## src/rtl/weight_mem_ctrl_if.sv

```systemverilog
// Host weight stream plus weight-memory port of the weight memory sequencer.
// master = host/DMA side, slave = the controller.
interface weight_mem_ctrl_if #(
    parameter int SIZE      = 8,
    parameter int WR_ADDR_W = $clog2(SIZE*SIZE),
    parameter int RD_ADDR_W = $clog2(SIZE)
);
    logic                 w_valid;
    logic [4:0]           w_data;
    logic                 w_ready;
    logic                 wm_wr_en;
    logic [WR_ADDR_W-1:0] wm_wr_addr;
    logic [4:0]           wm_wr_data;
    logic                 wm_rd_en;
    logic [RD_ADDR_W-1:0] wm_rd_addr;
    logic                 weight_valid;
    logic [RD_ADDR_W-1:0] weight_col;

    modport master (
        output w_valid, w_data,
        input  w_ready, wm_wr_en, wm_wr_addr, wm_wr_data,
        input  wm_rd_en, wm_rd_addr, weight_valid, weight_col
    );

    modport slave (
        input  w_valid, w_data,
        output w_ready, wm_wr_en, wm_wr_addr, wm_wr_data,
        output wm_rd_en, wm_rd_addr, weight_valid, weight_col
    );
endinterface

```

## src/rtl/weight_mem_ctrl.sv

```systemverilog
// Weight memory sequencer: writes a SIZE*SIZE weight stream into memory and
// later replays it as SIZE column reads; writes and reads never overlap.
module weight_mem_ctrl #(
    parameter int SIZE      = 8,
    parameter int MEM_SIZE  = SIZE*SIZE,
    parameter int WR_ADDR_W = $clog2(MEM_SIZE),
    parameter int RD_ADDR_W = $clog2(SIZE)
) (
    input  logic              clk,
    input  logic              rst_n,
    input  logic              load_start,
    input  logic              stream_start,
    weight_mem_ctrl_if.slave  bus,
    output logic              busy,
    output logic              loaded,
    output logic              load_done,
    output logic              stream_done,
    output logic              err
);
    typedef enum logic [1:0] {IDLE, LOAD, STREAM, DRAIN} state_t;

    localparam logic [WR_ADDR_W-1:0] WR_LAST = WR_ADDR_W'(MEM_SIZE-1);
    localparam logic [RD_ADDR_W-1:0] RD_LAST = RD_ADDR_W'(SIZE-1);

    state_t               state;
    logic [WR_ADDR_W-1:0] wr_cnt;
    logic [RD_ADDR_W-1:0] rd_cnt;

    assign bus.w_ready = (state == LOAD);
    assign busy        = (state != IDLE);

    always_ff @(posedge clk or negedge rst_n) begin
        if (!rst_n) begin
            state            <= IDLE;
            wr_cnt           <= '0;
            rd_cnt           <= '0;
            loaded           <= 1'b0;
            load_done        <= 1'b0;
            stream_done      <= 1'b0;
            err              <= 1'b0;
            bus.wm_wr_en     <= 1'b0;
            bus.wm_wr_addr   <= '0;
            bus.wm_wr_data   <= '0;
            bus.wm_rd_en     <= 1'b0;
            bus.wm_rd_addr   <= '0;
            bus.weight_valid <= 1'b0;
            bus.weight_col   <= '0;
        end else begin
            bus.wm_wr_en     <= 1'b0;
            bus.wm_rd_en     <= 1'b0;
            load_done        <= 1'b0;
            stream_done      <= 1'b0;
            err              <= 1'b0;
            // memory output is registered, so the qualifier trails the read by one cycle
            bus.weight_valid <= bus.wm_rd_en;
            bus.weight_col   <= bus.wm_rd_addr;

            case (state)
                IDLE: begin
                    if (load_start) begin
                        state  <= LOAD;
                        loaded <= 1'b0;
                        wr_cnt <= '0;
                        err    <= stream_start;
                    end else if (stream_start) begin
                        if (loaded) begin
                            // first read issues on the same edge so it lands at t+1
                            state          <= STREAM;
                            rd_cnt         <= '0;
                            bus.wm_rd_en   <= 1'b1;
                            bus.wm_rd_addr <= '0;
                        end else begin
                            err <= 1'b1;
                        end
                    end
                end

                LOAD: begin
                    err <= load_start | stream_start;
                    if (bus.w_valid && bus.w_ready) begin
                        bus.wm_wr_en   <= 1'b1;
                        bus.wm_wr_addr <= wr_cnt;
                        bus.wm_wr_data <= bus.w_data;
                        if (wr_cnt == WR_LAST) begin
                            state     <= IDLE;
                            load_done <= 1'b1;
                            loaded    <= 1'b1;
                        end else begin
                            wr_cnt <= wr_cnt + WR_ADDR_W'(1);
                        end
                    end
                end

                STREAM: begin
                    err <= load_start | stream_start;
                    if (rd_cnt == RD_LAST) begin
                        state       <= DRAIN;
                        stream_done <= 1'b1;
                    end else begin
                        rd_cnt         <= rd_cnt + RD_ADDR_W'(1);
                        bus.wm_rd_en   <= 1'b1;
                        bus.wm_rd_addr <= rd_cnt + RD_ADDR_W'(1);
                    end
                end

                DRAIN: begin
                    err   <= load_start | stream_start;
                    state <= IDLE;
                end

                default: state <= IDLE;
            endcase
        end
    end
endmodule

```

## src/flat_wrapper.sv

```systemverilog
// flat-port wrapper written by rule: the top's interface ports become plain ports
module weight_mem_ctrl_flat 
#(
    parameter int SIZE      = 8,
    parameter int MEM_SIZE  = SIZE*SIZE,
    parameter int WR_ADDR_W = $clog2(MEM_SIZE),
    parameter int RD_ADDR_W = $clog2(SIZE)
)
  (clk, rst_n, load_start, stream_start, busy, loaded, load_done, stream_done, err, bus_w_valid, bus_w_data, bus_w_ready, bus_wm_wr_en, bus_wm_wr_addr, bus_wm_wr_data, bus_wm_rd_en, bus_wm_rd_addr, bus_weight_valid, bus_weight_col);
  weight_mem_ctrl_if #(.SIZE(SIZE), .WR_ADDR_W(WR_ADDR_W), .RD_ADDR_W(RD_ADDR_W)) bus_i ();
  input  logic clk;
  input  logic rst_n;
  input  logic load_start;
  input  logic stream_start;
  output logic busy;
  output logic loaded;
  output logic load_done;
  output logic stream_done;
  output logic err;
  input wire logic [$bits(bus_i.w_valid)-1:0] bus_w_valid;
  input wire logic [$bits(bus_i.w_data)-1:0] bus_w_data;
  output wire logic [$bits(bus_i.w_ready)-1:0] bus_w_ready;
  output wire logic [$bits(bus_i.wm_wr_en)-1:0] bus_wm_wr_en;
  output wire logic [$bits(bus_i.wm_wr_addr)-1:0] bus_wm_wr_addr;
  output wire logic [$bits(bus_i.wm_wr_data)-1:0] bus_wm_wr_data;
  output wire logic [$bits(bus_i.wm_rd_en)-1:0] bus_wm_rd_en;
  output wire logic [$bits(bus_i.wm_rd_addr)-1:0] bus_wm_rd_addr;
  output wire logic [$bits(bus_i.weight_valid)-1:0] bus_weight_valid;
  output wire logic [$bits(bus_i.weight_col)-1:0] bus_weight_col;
  assign bus_i.w_valid = bus_w_valid;
  assign bus_i.w_data = bus_w_data;
  assign bus_w_ready = bus_i.w_ready;
  assign bus_wm_wr_en = bus_i.wm_wr_en;
  assign bus_wm_wr_addr = bus_i.wm_wr_addr;
  assign bus_wm_wr_data = bus_i.wm_wr_data;
  assign bus_wm_rd_en = bus_i.wm_rd_en;
  assign bus_wm_rd_addr = bus_i.wm_rd_addr;
  assign bus_weight_valid = bus_i.weight_valid;
  assign bus_weight_col = bus_i.weight_col;
  weight_mem_ctrl #(.SIZE(SIZE), .MEM_SIZE(MEM_SIZE), .WR_ADDR_W(WR_ADDR_W), .RD_ADDR_W(RD_ADDR_W)) u_core (.clk(clk), .rst_n(rst_n), .load_start(load_start), .stream_start(stream_start), .bus(bus_i), .busy(busy), .loaded(loaded), .load_done(load_done), .stream_done(stream_done), .err(err));
endmodule
```

## config.mk

```make
export PLATFORM = sky130hd
export DESIGN_NAME = weight_mem_ctrl_flat
export DESIGN_NICKNAME = d
export VERILOG_FILES = /design/src/rtl/weight_mem_ctrl_if.sv /design/src/rtl/weight_mem_ctrl.sv /design/src/flat_wrapper.sv
export SDC_FILE = /design/constraint.sdc
export NUM_CORES = 1
export LEC_CHECK = 0
export ABC_AREA = 1
export CAP_MARGIN = 40
export CORE_UTILIZATION = 27
export CTS_CLUSTER_DIAMETER = 50
export DETAILED_ROUTE_END_ITERATION = 10
export GPL_TIMING_DRIVEN = 0
export PLACE_DENSITY = 0.48
export SLEW_MARGIN = 10
export SYNTH_ARGS = -nofsm -noshare
export SYNTH_HDL_FRONTEND = slang
export SYNTH_SLANG_ARGS = --single-unit
```

## constraint.sdc

```tcl
create_clock -name clk -period 2.1 [get_ports clk]
set_input_delay 0.63 -clock clk [delete_from_list [all_inputs] [get_ports clk]]
set_output_delay 0.63 -clock clk [all_outputs]
set_load 0.02 [all_outputs]
```

# [Word level (Yosys, flattened, before mapping)]
# Index checks and enable logic that the tools add are counted.
# Widths: inputs -> output; s select.
[word_totals] ramBits=0 romBits=0 mem_count=0 out_inout_bits=26 input_bits=10 latch_bits=0 reg_bits=32
[op_classes] magnitude_cmp=0 div=0 addsub=2 n_mul=0 bitwise=1 reduce_logical=11 n_eq_ne=16 mux=36 n_shift=0
[op_table] op="$mux 6" count=3
[op_table] op="$mux 1" count=17
[op_table] op="$ne 2x2->1 const B" count=7
[op_table] op="$mux 2" count=6
[op_table] op="$mux 3" count=4
[op_table] op="$pmux 6 s2" count=1
[op_table] op="$reduce_and 5->1" count=2
[op_table] op="$pmux 2 s4" count=1
[op_table] op="$reduce_and 4->1" count=2
[op_table] op="$add 6x1->6 const B" count=1
[op_table] op="$eq 6x6->1 const B" count=1
[op_table] op="$pmux 1 s2" count=3
[op_table] op="$pmux 3 s2" count=1
[op_table] op="$reduce_bool 2->1" count=3
[op_table] op="$eq 2x2->1 const B" count=2
[op_table] op="$ne 2x1->1 const B" count=2
[op_table] op="$add 3x1->3 const B" count=1
[op_table] op="$eq 3x3->1 const B" count=1
[op_table] op="$ne 3x2->1 const B" count=1
[op_table] op="$ne 3x3->1 const B" count=1
[op_table] op="$reduce_or 3->1" count=1
[op_table] op="$eq 2x1->1 const B" count=1
[op_table] op="$logic_not 2->1" count=1
[op_table] op="$reduce_and 2->1" count=1
[op_table] op="other kinds (2)" count=2

# [Longest topological paths before layout]
[depth] word_depth=4 mapped_depth=8

# [Least setup slack after synthesis]
# Ideal clock, no wire load.
[synth_path] kind="register -> register" startpoint="register u_core.bus.wm_rd_addr[0] (netlist name)" endpoint="register u_core.bus.wm_rd_addr[0]" arrival_time_ps=1349 slack_ps=686 stages_incl_launch_ff=7 t_required_ps=2035 path_cell_list="dfrtp_1 > ha_1 > ha_1 > inv_1 > nand3_1 > or2_0 > nand2_1"
[synth_lines] element="end signal, assigned" line="weight_mem_ctrl.sv:102" rtl="bus.wm_rd_addr <= rd_cnt + RD_ADDR_W'(1);"
[synth_lines] element="end, declared" line="weight_mem_ctrl_if.sv:28" rtl="output wm_rd_en, wm_rd_addr, weight_valid, weight_col"

# [Worst setup path after layout]
[layout_path] startpoint="register u_core.bus.wm_rd_addr[0]" endpoint="output bus_wm_rd_addr[0]"
[layout_lines] element="end, declared" line="flat_wrapper.sv:27" rtl="output wire logic [$bits(bus_i.wm_rd_addr)-1:0] bus_wm_rd_addr;"
# No word-level cell between the ends.

==> run metrics <==
post-synthesis cell type count=16; Synth Area in XOR/XNOR=0.656%; Setup Total Neg Slack=0 ns; DP Area=0.00176 mm²; Root Driver=clkbuf_8; CTS H-tree lvls=2; post-synthesis compound-gate area fraction=5.90%; Clock Skew=0.00701 ns; final WL=2660 µm; CP max FO=5; num rows=25; I/O Pins=36; sequential fraction of the synthesis area=60.0%; Wirelength per Cell=10.3 µm; final slew viol count=0; Final Worst Setup Slack=0.161 ns; R2R Path End=u_core.bus.wm_rd_addr[0]; pwr dens=1270 mW/mm²; Crit path max-delay family=buffers and inverters; Max VDD drop=0.651 mV; Die Span Y=72.3 µm; Worst path slowest cell=clkdlybuf4s50_1; synthesized net count=162; Post-Syn Area per Cell=8.96 µm²; drt drc=0; Leakage=0.903 nW; Setup Buffers After CTS=0; pin count of the biggest net entering global routing=33; Levels on crit path=1; Simple-Gate Fraction of Synth Area=25.9%; max-cap violation count=0; largest stage delay on the critical path=0.63 ns; final core occ=38.7%; DR iter-0 viols=73; global-route wire length before repair=4670 µm; Tcrit/Tclk final=92.3%; slew margin rel.=52.0%; CP endpoint=bus_wm_rd_addr[0]; Layout Cell Area excl Fill=0.00184 mm²; First-pass DRT Iterations=4; die area=0.00523 mm²; Syn Std Cell Area=0.00134 mm²; Synth area leaders=dfrtp_1, nand2_1, o21ai_0; Final Hold Fails=0; global route total overflow=0; final setup fails=0; cell chain of the critical path=clkdlybuf4s50_1; Total GRT Usage=11.5%; total CTS buffers=5; Critical Path Start=u_core.bus.wm_rd_addr[0]; Worst Hold Class=flop to flop; mux share of post-synthesis cell area=0%; Antenna Diode Count=0; ratio of cells with drive above 1 in the final layout=7.33%; Crit. End Element=output pin; Synth area leader=dfrtp_1; crit path DAT=1.31 ns; final antenna-violating net count=0; pre-CTS WS=0.181 ns; largest family of logic cells by synthesized area=simple AND/OR/NAND/NOR gates; Reg2Reg Launch Point=u_core.bus.wm_rd_addr[0]; Synth Instances=149; CTS resizes=2; clk buf depth=2; CTS tree=built; Yosys reg bits=32; Filler cells=496; Layout Area Growth over Synthesis=37.8%; Power, Total=2.34 mW; HPWL after DPL=1940 µm; clock-pin slew on the worst setup and hold paths=0.06 ns; vias in the first global route=1085; CTS Hold Bufs=0; buffers and inverters on the worst path=1; fmax=0.516 GHz; via count=1074; clk_lat worst skew=0.27 ns; nets=204; initial antenna violation count=0; I/O Buffers=35; Crit Path Class=flop to output pin; initial core utilization=28.1%; CORE AREA=0.00475 mm²; internal reg-to-reg setup slack=0.61 ns; Vias/cell=4.16; startpoint types=flop; Req. time, crit path=1.47 ns; Worst Max-Slew Pin Slew=0.720 ns; RSZ-0062 raised after global routing=no; GP Congestion=0.755; Sink Count=32; Synth warnings=0; shortest period the worst path allows=1.94 ns; worst r2r path cells=6; status=complete, no violations; die width=72.3 µm; Yosys top cell area share=60.0%; Post-Synth Adder-Cell Area=2.81%
-- layout make-up --
class | instances | area (µm²) | area share, %
flip-flops and latches | 32 | 801 | 43.5
multi-input cells | 101 | 470 | 25.6
repair buffers | 35 | 343 | 18.6
well taps | 67 | 83.8 | 4.56
clock buffers | 6 | 72.6 | 3.95
inverters | 15 | 56.3 | 3.06
plain buffers | 1 | 7.51 | 0.408
clock inverters | 1 | 5.00 | 0.272
-- layer usage --
metal / vias to the layer above / share of wire (%) / GRT usage, %
met5: - / 0 / 0
met4: 0 / 0 / 3.05
met3: 0 / 5.1 / 3.89
met2: 27 / 47 / 19.3
met1: 499 / 48 / 14.2
li1: 548 / - / -
-- logic make-up (layout without fill, tap and decap cells) --
group,after synthesis,in the layout
buf+inv,16,58
flops,32,32
compound gates,15,15
fa+ha+maj,3,3
xor+xnor,1,1
simple gates,82,82
-- worst register-to-register path: cells and delay by family, from the launching register on --
kind                     cells  cell delay [ns]
flip-flops                   1             0.42
adder cells (fa/ha/maj)      2             0.39
AND/OR/NAND/NOR              3             0.53
buffers and inverters        1             0.08
-- placed cells by master (no fill, tap or decap) --
cell type        count
buf_2                1
buf_4                1
clkbuf_1             1
clkbuf_8             5
clkdlybuf4s50_1     32
clkinv_2             1
dfrtp_1             32
dlygate4sd2_1        2
ha_1                 3
inv_1               12
inv_2                3
nand2_1             62
nand2_2              1
nand3_1              9
nand3_4              1
nor2_1               7
nor2_4               1
o21ai_0             13
o22ai_1              1
o31ai_1              1
or2_0                1
xor2_1               1
-- state kept, by name (all words and copies together), names as in the netlist, 2 cells and up --
| register | count |
|---|---|
| u_core.bus.weight_col | 3 |
| u_core.bus.wm_rd_addr | 3 |
| u_core.bus.wm_wr_data | 5 |
| u_core.bus.wm_wr_addr | 6 |
| u_core.wr_cnt | 6 |
| u_core.state | 2 |
-- metrics by stage --
| step | cells | hold slack [ns] |
|---|---|---|
| final | 258 | 0.377 |
| after global routing | 258 | 0.387 |
| after CTS | 258 | 0.383 |
| after detailed placement | 251 | 0.368 |
| after global placement | 251 | 0.362 |
| after floorplan | 149 | 0.334 |
-- synthesized netlist by cell type --
library cell,instances
buf_4,1
dfrtp_1,32
ha_1,3
inv_1,12
inv_2,3
nand2_1,62
nand2_2,1
nand3_1,9
nand3_4,1
nor2_1,7
nor2_4,1
o21ai_0,13
o22ai_1,1
o31ai_1,1
or2_0,1
xor2_1,1
-- worst min-delay path by stage --
stage | from | end | depth (start not counted)
after floorplan | rst_n | u_core.bus.weight_col[0] | 0
after global placement | u_core.bus.wm_rd_en | u_core.bus.weight_valid | 0
after detailed placement | u_core.bus.wm_rd_en | u_core.bus.weight_valid | 0
after CTS | u_core.bus.wm_rd_en | u_core.bus.weight_valid | 0
after global routing | u_core.bus.wm_rd_en | u_core.bus.weight_valid | 0
final | u_core.bus.wm_rd_en | u_core.bus.weight_valid | 0
-- report_power, final --
part / internal [mW] / total [mW] / switching [mW] / leakage (nW)
Sequential: 0.812 / 0.953 / 0.140 / 0.402
Clock: 0.225 / 0.428 / 0.204 / 0.0410
Combinational: 0.417 / 0.954 / 0.538 / 0.460
Total: 1.45 / 2.34 / 0.882 / 0.903
Note: power is estimated with default switching activity, not from simulation.
